==> src/rtl/ifft_butterfly_dit.sv <==
// Radix-2 DIT butterfly: Ya = xa + xb*W', Yb = xa - xb*W'.
// W' is W or conj(W) per sample; optional 1/2 output scaling per sample.
// Three register stages (operands, product, output) share one advance
// enable, so a stalled output freezes the whole pipeline.
module ifft_butterfly_dit #(
   parameter int WIDTH = 16
) (
   input  logic                    clk,
   input  logic                    rst,
   input  logic                    in_valid,
   output logic                    in_ready,
   input  logic                    conj,
   input  logic                    scale,
   input  logic signed [WIDTH-1:0] xa_re,
   input  logic signed [WIDTH-1:0] xa_im,
   input  logic signed [WIDTH-1:0] xb_re,
   input  logic signed [WIDTH-1:0] xb_im,
   input  logic signed [WIDTH-1:0] W_re,
   input  logic signed [WIDTH-1:0] W_im,
   output logic                    out_valid,
   input  logic                    out_ready,
   output logic signed [WIDTH-1:0] Ya_re,
   output logic signed [WIDTH-1:0] Ya_im,
   output logic signed [WIDTH-1:0] Yb_re,
   output logic signed [WIDTH-1:0] Yb_im,
   output logic                    ovf,
   input  logic                    clr_ovf
);

   localparam int PW = 2*WIDTH + 1;   // full complex-product width
   localparam int SW = WIDTH + 2;     // sum width with headroom for the +1 rounding term
   localparam logic signed [WIDTH-1:0] POS_MAX  = {1'b0, {(WIDTH-1){1'b1}}};
   localparam logic signed [WIDTH-1:0] NEG_MAX  = -POS_MAX;
   localparam logic signed [WIDTH-1:0] MOST_NEG = {1'b1, {(WIDTH-1){1'b0}}};

   // Product scaled back to Q1.(WIDTH-1) (floor), then symmetric saturation.
   // Returns {saturated, value}.
   function automatic logic [WIDTH:0] sat_product(input logic signed [PW-1:0] p);
      logic signed [PW-1:0] t;
      t = p >>> (WIDTH-1);
      if (t > PW'(POS_MAX))      return {1'b1, POS_MAX};
      else if (t < PW'(NEG_MAX)) return {1'b1, NEG_MAX};
      else                       return {1'b0, t[WIDTH-1:0]};
   endfunction

   // Output lane: halve with round-half-up (cannot overflow) or saturate
   // symmetrically so the most negative code is never produced.
   function automatic logic [WIDTH:0] finish_sum(input logic signed [SW-1:0] s,
                                                 input logic halve);
      if (halve)                 return {1'b0, WIDTH'((s + SW'(1)) >>> 1)};
      else if (s > SW'(POS_MAX)) return {1'b1, POS_MAX};
      else if (s < SW'(NEG_MAX)) return {1'b1, NEG_MAX};
      else                       return {1'b0, s[WIDTH-1:0]};
   endfunction

   logic adv;
   assign adv      = !out_valid || out_ready;
   assign in_ready = adv;

   // Stage registers
   logic                    s1_valid, s2_valid, s1_scale, s2_scale;
   logic signed [WIDTH-1:0] s1_xa_re, s1_xa_im, s1_xb_re, s1_xb_im, s1_w_re, s1_wi;
   logic signed [WIDTH-1:0] s2_xa_re, s2_xa_im, s2_t_re, s2_t_im;

   // Twiddle imaginary part, conjugated when requested (negating the most
   // negative code clips to POS_MAX and is not an overflow event).
   logic signed [WIDTH-1:0] wi_next;
   always_comb begin
      // NOTE: default first so every path assigns wi_next -- no latch.
      wi_next = W_im;
      if (conj) wi_next = (W_im == MOST_NEG) ? POS_MAX : -W_im;
   end

   // Complex product xb * W' at full precision
   logic signed [PW-1:0] p_re, p_im;
   logic [WIDTH:0] t_re_n, t_im_n;
   assign p_re   = PW'(s1_xb_re) * PW'(s1_w_re) - PW'(s1_xb_im) * PW'(s1_wi);
   assign p_im   = PW'(s1_xb_re) * PW'(s1_wi)   + PW'(s1_xb_im) * PW'(s1_w_re);
   assign t_re_n = sat_product(p_re);
   assign t_im_n = sat_product(p_im);

   // Butterfly sums and output formatting
   logic signed [SW-1:0] sum_re, sum_im, dif_re, dif_im;
   logic [WIDTH:0] ya_re_n, ya_im_n, yb_re_n, yb_im_n;
   assign sum_re  = SW'(s2_xa_re) + SW'(s2_t_re);
   assign sum_im  = SW'(s2_xa_im) + SW'(s2_t_im);
   assign dif_re  = SW'(s2_xa_re) - SW'(s2_t_re);
   assign dif_im  = SW'(s2_xa_im) - SW'(s2_t_im);
   assign ya_re_n = finish_sum(sum_re, s2_scale);
   assign ya_im_n = finish_sum(sum_im, s2_scale);
   assign yb_re_n = finish_sum(dif_re, s2_scale);
   assign yb_im_n = finish_sum(dif_im, s2_scale);

   // Saturation events only count for real samples, never bubbles
   logic sat_s2, sat_s3;
   assign sat_s2 = s1_valid && (t_re_n[WIDTH] || t_im_n[WIDTH]);
   assign sat_s3 = s2_valid && (ya_re_n[WIDTH] || ya_im_n[WIDTH] ||
                                yb_re_n[WIDTH] || yb_im_n[WIDTH]);

   // Control path: stage valids, outputs and sticky ovf; all frozen on stall.
   always_ff @(posedge clk) begin
      if (rst) begin
         s1_valid  <= 1'b0;
         s2_valid  <= 1'b0;
         out_valid <= 1'b0;
         Ya_re     <= '0;
         Ya_im     <= '0;
         Yb_re     <= '0;
         Yb_im     <= '0;
         ovf       <= 1'b0;
      end else if (adv) begin
         s1_valid  <= in_valid;
         s2_valid  <= s1_valid;
         out_valid <= s2_valid;
         if (s2_valid) begin
            Ya_re <= ya_re_n[WIDTH-1:0];
            Ya_im <= ya_im_n[WIDTH-1:0];
            Yb_re <= yb_re_n[WIDTH-1:0];
            Yb_im <= yb_im_n[WIDTH-1:0];
         end
         ovf <= (ovf && !clr_ovf) || sat_s2 || sat_s3;
      end
   end

   // Data path: operands and partial results move with the pipeline.
   // NOTE: no reset here -- contents are ignored until the matching valid is set.
   always_ff @(posedge clk) begin
      if (adv) begin
         s1_xa_re <= xa_re;
         s1_xa_im <= xa_im;
         s1_xb_re <= xb_re;
         s1_xb_im <= xb_im;
         s1_w_re  <= W_re;
         s1_wi    <= wi_next;
         s1_scale <= scale;
         s2_xa_re <= s1_xa_re;
         s2_xa_im <= s1_xa_im;
         s2_t_re  <= t_re_n[WIDTH-1:0];
         s2_t_im  <= t_im_n[WIDTH-1:0];
         s2_scale <= s1_scale;
      end
   end

endmodule

==> config.mk <==
export PLATFORM = sky130hd
export DESIGN_NAME = ifft_butterfly_dit
export DESIGN_NICKNAME = d
export VERILOG_FILES = /design/src/rtl/ifft_butterfly_dit.sv
export SDC_FILE = /design/constraint.sdc
export NUM_CORES = 2
export LEC_CHECK = 0
export CAP_MARGIN = 5
export CORE_MARGIN = 4
export CORE_UTILIZATION = 30
export CTS_BUF_LIST = sky130_fd_sc_hd__clkbuf_16
export CTS_CLUSTER_SIZE = 40
export DETAILED_ROUTE_END_ITERATION = 16
export PLACE_DENSITY_LB_ADDON = 0.08
export SLEW_MARGIN = 20
export SYNTH_ARGS = -nofsm -noshare
export SYNTH_HDL_FRONTEND = slang
export SYNTH_SLANG_ARGS = --single-unit
==> constraint.sdc <==
create_clock -name clk -period 8.6 [get_ports clk]
set_input_delay 1.72 -clock clk [delete_from_list [all_inputs] [get_ports clk]]
set_output_delay 1.72 -clock clk [all_outputs]
set_load 0.02 [all_outputs]
==> impl_metrics.tcl <==
set metrics [dict create \
    core_um2 178800 \
    drv_slew 0 \
    wire_per_inst_um 20.83 \
    cp.required_ns 9.02 \
    vias 38810 \
    antenna_found_initial 10 \
    nNetsFinal 7678 \
    crit_fanout 7 \
    clk_path_buf_depth 3 \
    overflow 0 \
    hold_slack_ns 0.4175 \
    synth_flop_cell "edfxtp_1" \
    yosysTopAreaCell "fa_1" \
    r2r-start "s1_xb_re[8]$_DFFE_PN_" \
    hold_viol 0 \
    drc_errors 0 \
    grt_pass1_vias 42610 \
    worstMarginPinSlew_ns 0.9886 \
    htreeDepth 2 \
    die-height_um 432.5 \
    finalCritPeriodShare_pct 97.51 \
    synth_area_leaders "fa_1, inv_1, edfxtp_1, ha_1, and2_1" \
    r2r_cells 28 \
    synth.avg_cell_area_um2 9.410 \
    ios 170 \
    clockRootBuffer "clkbuf_16" \
    rrSetupSlack_ns 0.21 \
    dp_hpwl_um 144100 \
    use_met1_pct 25.67 \
    drtPass1Iterations 5 \
    setup.worst_path.end_class "flip-flop" \
    setup_ws_ns 0.2138 \
    drtAntennaViolNets 0 \
    io_buffers 169 \
    final_cell_area_um2 63060 \
    place.gp.congestion 0.8098 \
    viasPerCell 4.611 \
    grt_max_degree 81 \
    arrival_ns 8.81 \
    status "completed" \
    synth_warnings 0 \
    skew_ns 0.03462 \
    yosysTopAreaCellShare_pct 43.56 \
    yosysSeqAreaShare_pct 11.52 \
    area_delta_synth_final_pct 16.66 \
    r2r_end "s2_t_re[7]$_SDFFCE_PP1N_" \
    syn_area_um2 54050 \
    dr.first_iter.drc_count 1879 \
    syn_inst 5744 \
    cap_violations 0 \
    grt.busiest_layer "met2" \
    crit_start "s1_xb_re[8]$_DFFE_PN_" \
    crit_end "s2_t_re[7]$_SDFFCE_PP1N_" \
    async_flop_share_pct 0 \
    synth_cell_types 94 \
    cts_tree "done" \
    clkLatencyLatePin_ns 0.62 \
    rsz0062_at_grt "yes" \
    synth-seq-cells 230 \
    fillers 18570 \
    use_met3_pct 2.318 \
    grtUsageMet2_pct 32.68 \
    syn-num-nets 7394 \
    max_slew_margin_pct 33.80 \
    max_freq_mhz 119.2 \
    max_stage_delay_ns 0.57 \
    numCtsBuffers 35 \
    path_class "flip-flop to flip-flop" \
    drive_gt1_share_pct 8.938 \
    setup_viol_count_final 0 \
    wl_um 175300 \
    clk_pin_slew_worst_paths_ns 0.06 \
    slowest_stage "fa_1" \
    final_util_pct 35.26 \
    grt_usage_pct 19.10 \
    synth_edf_count 162 \
    initial_core_util_pct 30.23 \
    dieArea_um2 187000 \
    place_area_um2 60890 \
    grt_pass1_wl_um 268200 \
    pre_cts_slack_ns -0.2650 \
    fp.dieW_um 432.5 \
    setup.worst_path.start_class "flip-flop" \
    period_minus_slack_ns 8.386 \
    crit_top_cell "fa_1" \
    rows 155 \
    worstHoldPathType "flip-flop to flip-flop" \
    clock_sinks 230 \
]
## critical path: cells and delay by family, from the launching register on
family / cells / cell delay (ns)
compound gates: 9 / 2.12
xor+xnor: 1 / 0.13
fa+ha+maj: 9 / 4.27
buf+inv: 7 / 0.68
flops: 1 / 0.46
simple gates: 2 / 0.51
## cell type report
cell class	count	area (um^2)	area share, %
multi-input cells	3868	42190	66.91
flip-flops and latches	230	6226	9.874
repair buffers	511	5360	8.501
inverters	1382	5194	8.237
well taps	2355	2947	4.673
clock buffers	37	925.9	1.468
clock inverters	25	191.4	0.3036
diodes	9	22.52	0.03572
## worst min path at each step
| stage | startpoint | endpoint | slack [ns] | cells past startpoint |
|---|---|---|---|---|
| after CTS | s1_xa_re[10]$_DFFE_PN_ | s2_xa_re[10]$_DFFE_PN_ | 0.42 | 0 |
| after global placement | s1_scale$_DFFE_PN_ | s2_scale$_DFFE_PN_ | 0.40 | 0 |
| after detailed placement | s1_xa_re[10]$_DFFE_PN_ | s2_xa_re[10]$_DFFE_PN_ | 0.41 | 0 |
| final | s1_xa_re[10]$_DFFE_PN_ | s2_xa_re[10]$_DFFE_PN_ | 0.42 | 0 |
| after floorplan | s1_scale$_DFFE_PN_ | s2_scale$_DFFE_PN_ | 0.40 | 0 |
| after global routing | s1_xa_re[15]$_DFFE_PN_ | s2_xa_re[15]$_DFFE_PN_ | 0.42 | 0 |
## timing repair
action / 4_1_cts / 5_1_grt
setup endpoints to repair: 18 / 31
hold buffers: 0 / 0
pin swaps: 2 / 69
resized for setup: 13 / 129
setup buffers: 2 / 26
gates cloned: 2 / 7
## cell usage after synthesis, types with 26 or more instances
master	count
nor3_1	62
clkbuf_1	248
nand3_1	43
edfxtp_1	162
o21ai_0	102
nand2b_1	58
nand2_1	562
xor2_1	52
nor2_1	172
a21o_1	26
fa_1	1176
dfxtp_1	68
inv_1	1379
and2_1	530
a21oi_1	130
xnor2_1	122
ha_1	371
nor2b_1	42
a211oi_1	38
## stage by stage
| stage | instances | setup TNS (ns) |
|---|---|---|
| 6_report | 8417 | 0 |
| 5_1_grt | 8409 | -0.5464 |
| 4_1_cts | 8378 | 0 |
| 3_5_place_dp | 8312 | -3.099 |
| 3_3_place_gp | 8312 | -3.732 |
| 2_1_floorplan | 5744 | 0 |
## layer usage
metal | up-vias | routed length, um
met5 | - | 0
met4 | 0 | 4983
met3 | 154 | 6951
met2 | 670 | 84960
met1 | 20050 | 78430
li1 | 17940 | -
## registers in the layout (all words and copies together), names as in the netlist, 16 cells and up
| name | flops |
|---|---|
| s1_w_re | 16 |
| Yb_re | 16 |
| s2_xa_re | 16 |
| s1_wi | 16 |
| s2_t_re | 16 |
| Ya_re | 16 |
| s2_xa_im | 16 |
| s1_xb_re | 16 |
| s1_xb_im | 16 |
| Yb_im | 16 |
| s2_t_im | 16 |
| Ya_im | 16 |
| s1_xa_im | 16 |
| s1_xa_re | 16 |
## placed cells by master, fill, tap and decap left out, types with 60 or more instances in the layout
cell type / n
nor3_1: 60
dfxtp_1: 68
xnor2_1: 118
inv_1: 1377
clkdlybuf4s50_1: 168
buf_4: 250
fa_1: 1156
nand2_1: 556
o21ai_0: 93
nor2_1: 169
ha_1: 364
edfxtp_1: 162
a21oi_1: 122
and2_1: 527
buf_12: 75
## logic make-up (layout without fill, tap and decap cells)
group	Yosys count	count (layout)	synth area share [%]
fa+ha+maj	1547	1547	52.14
buf+inv	1648	1955	11.49
xor+xnor	174	174	2.819
simple gates	1619	1620	15.32
other cells	0	9	0
mux	6	6	0.1157
flops	230	230	11.52
compound gates	520	521	6.595
Power is not shown: default switching activity piles up to over one toggle a cycle in this logic, so the estimate is an artifact.
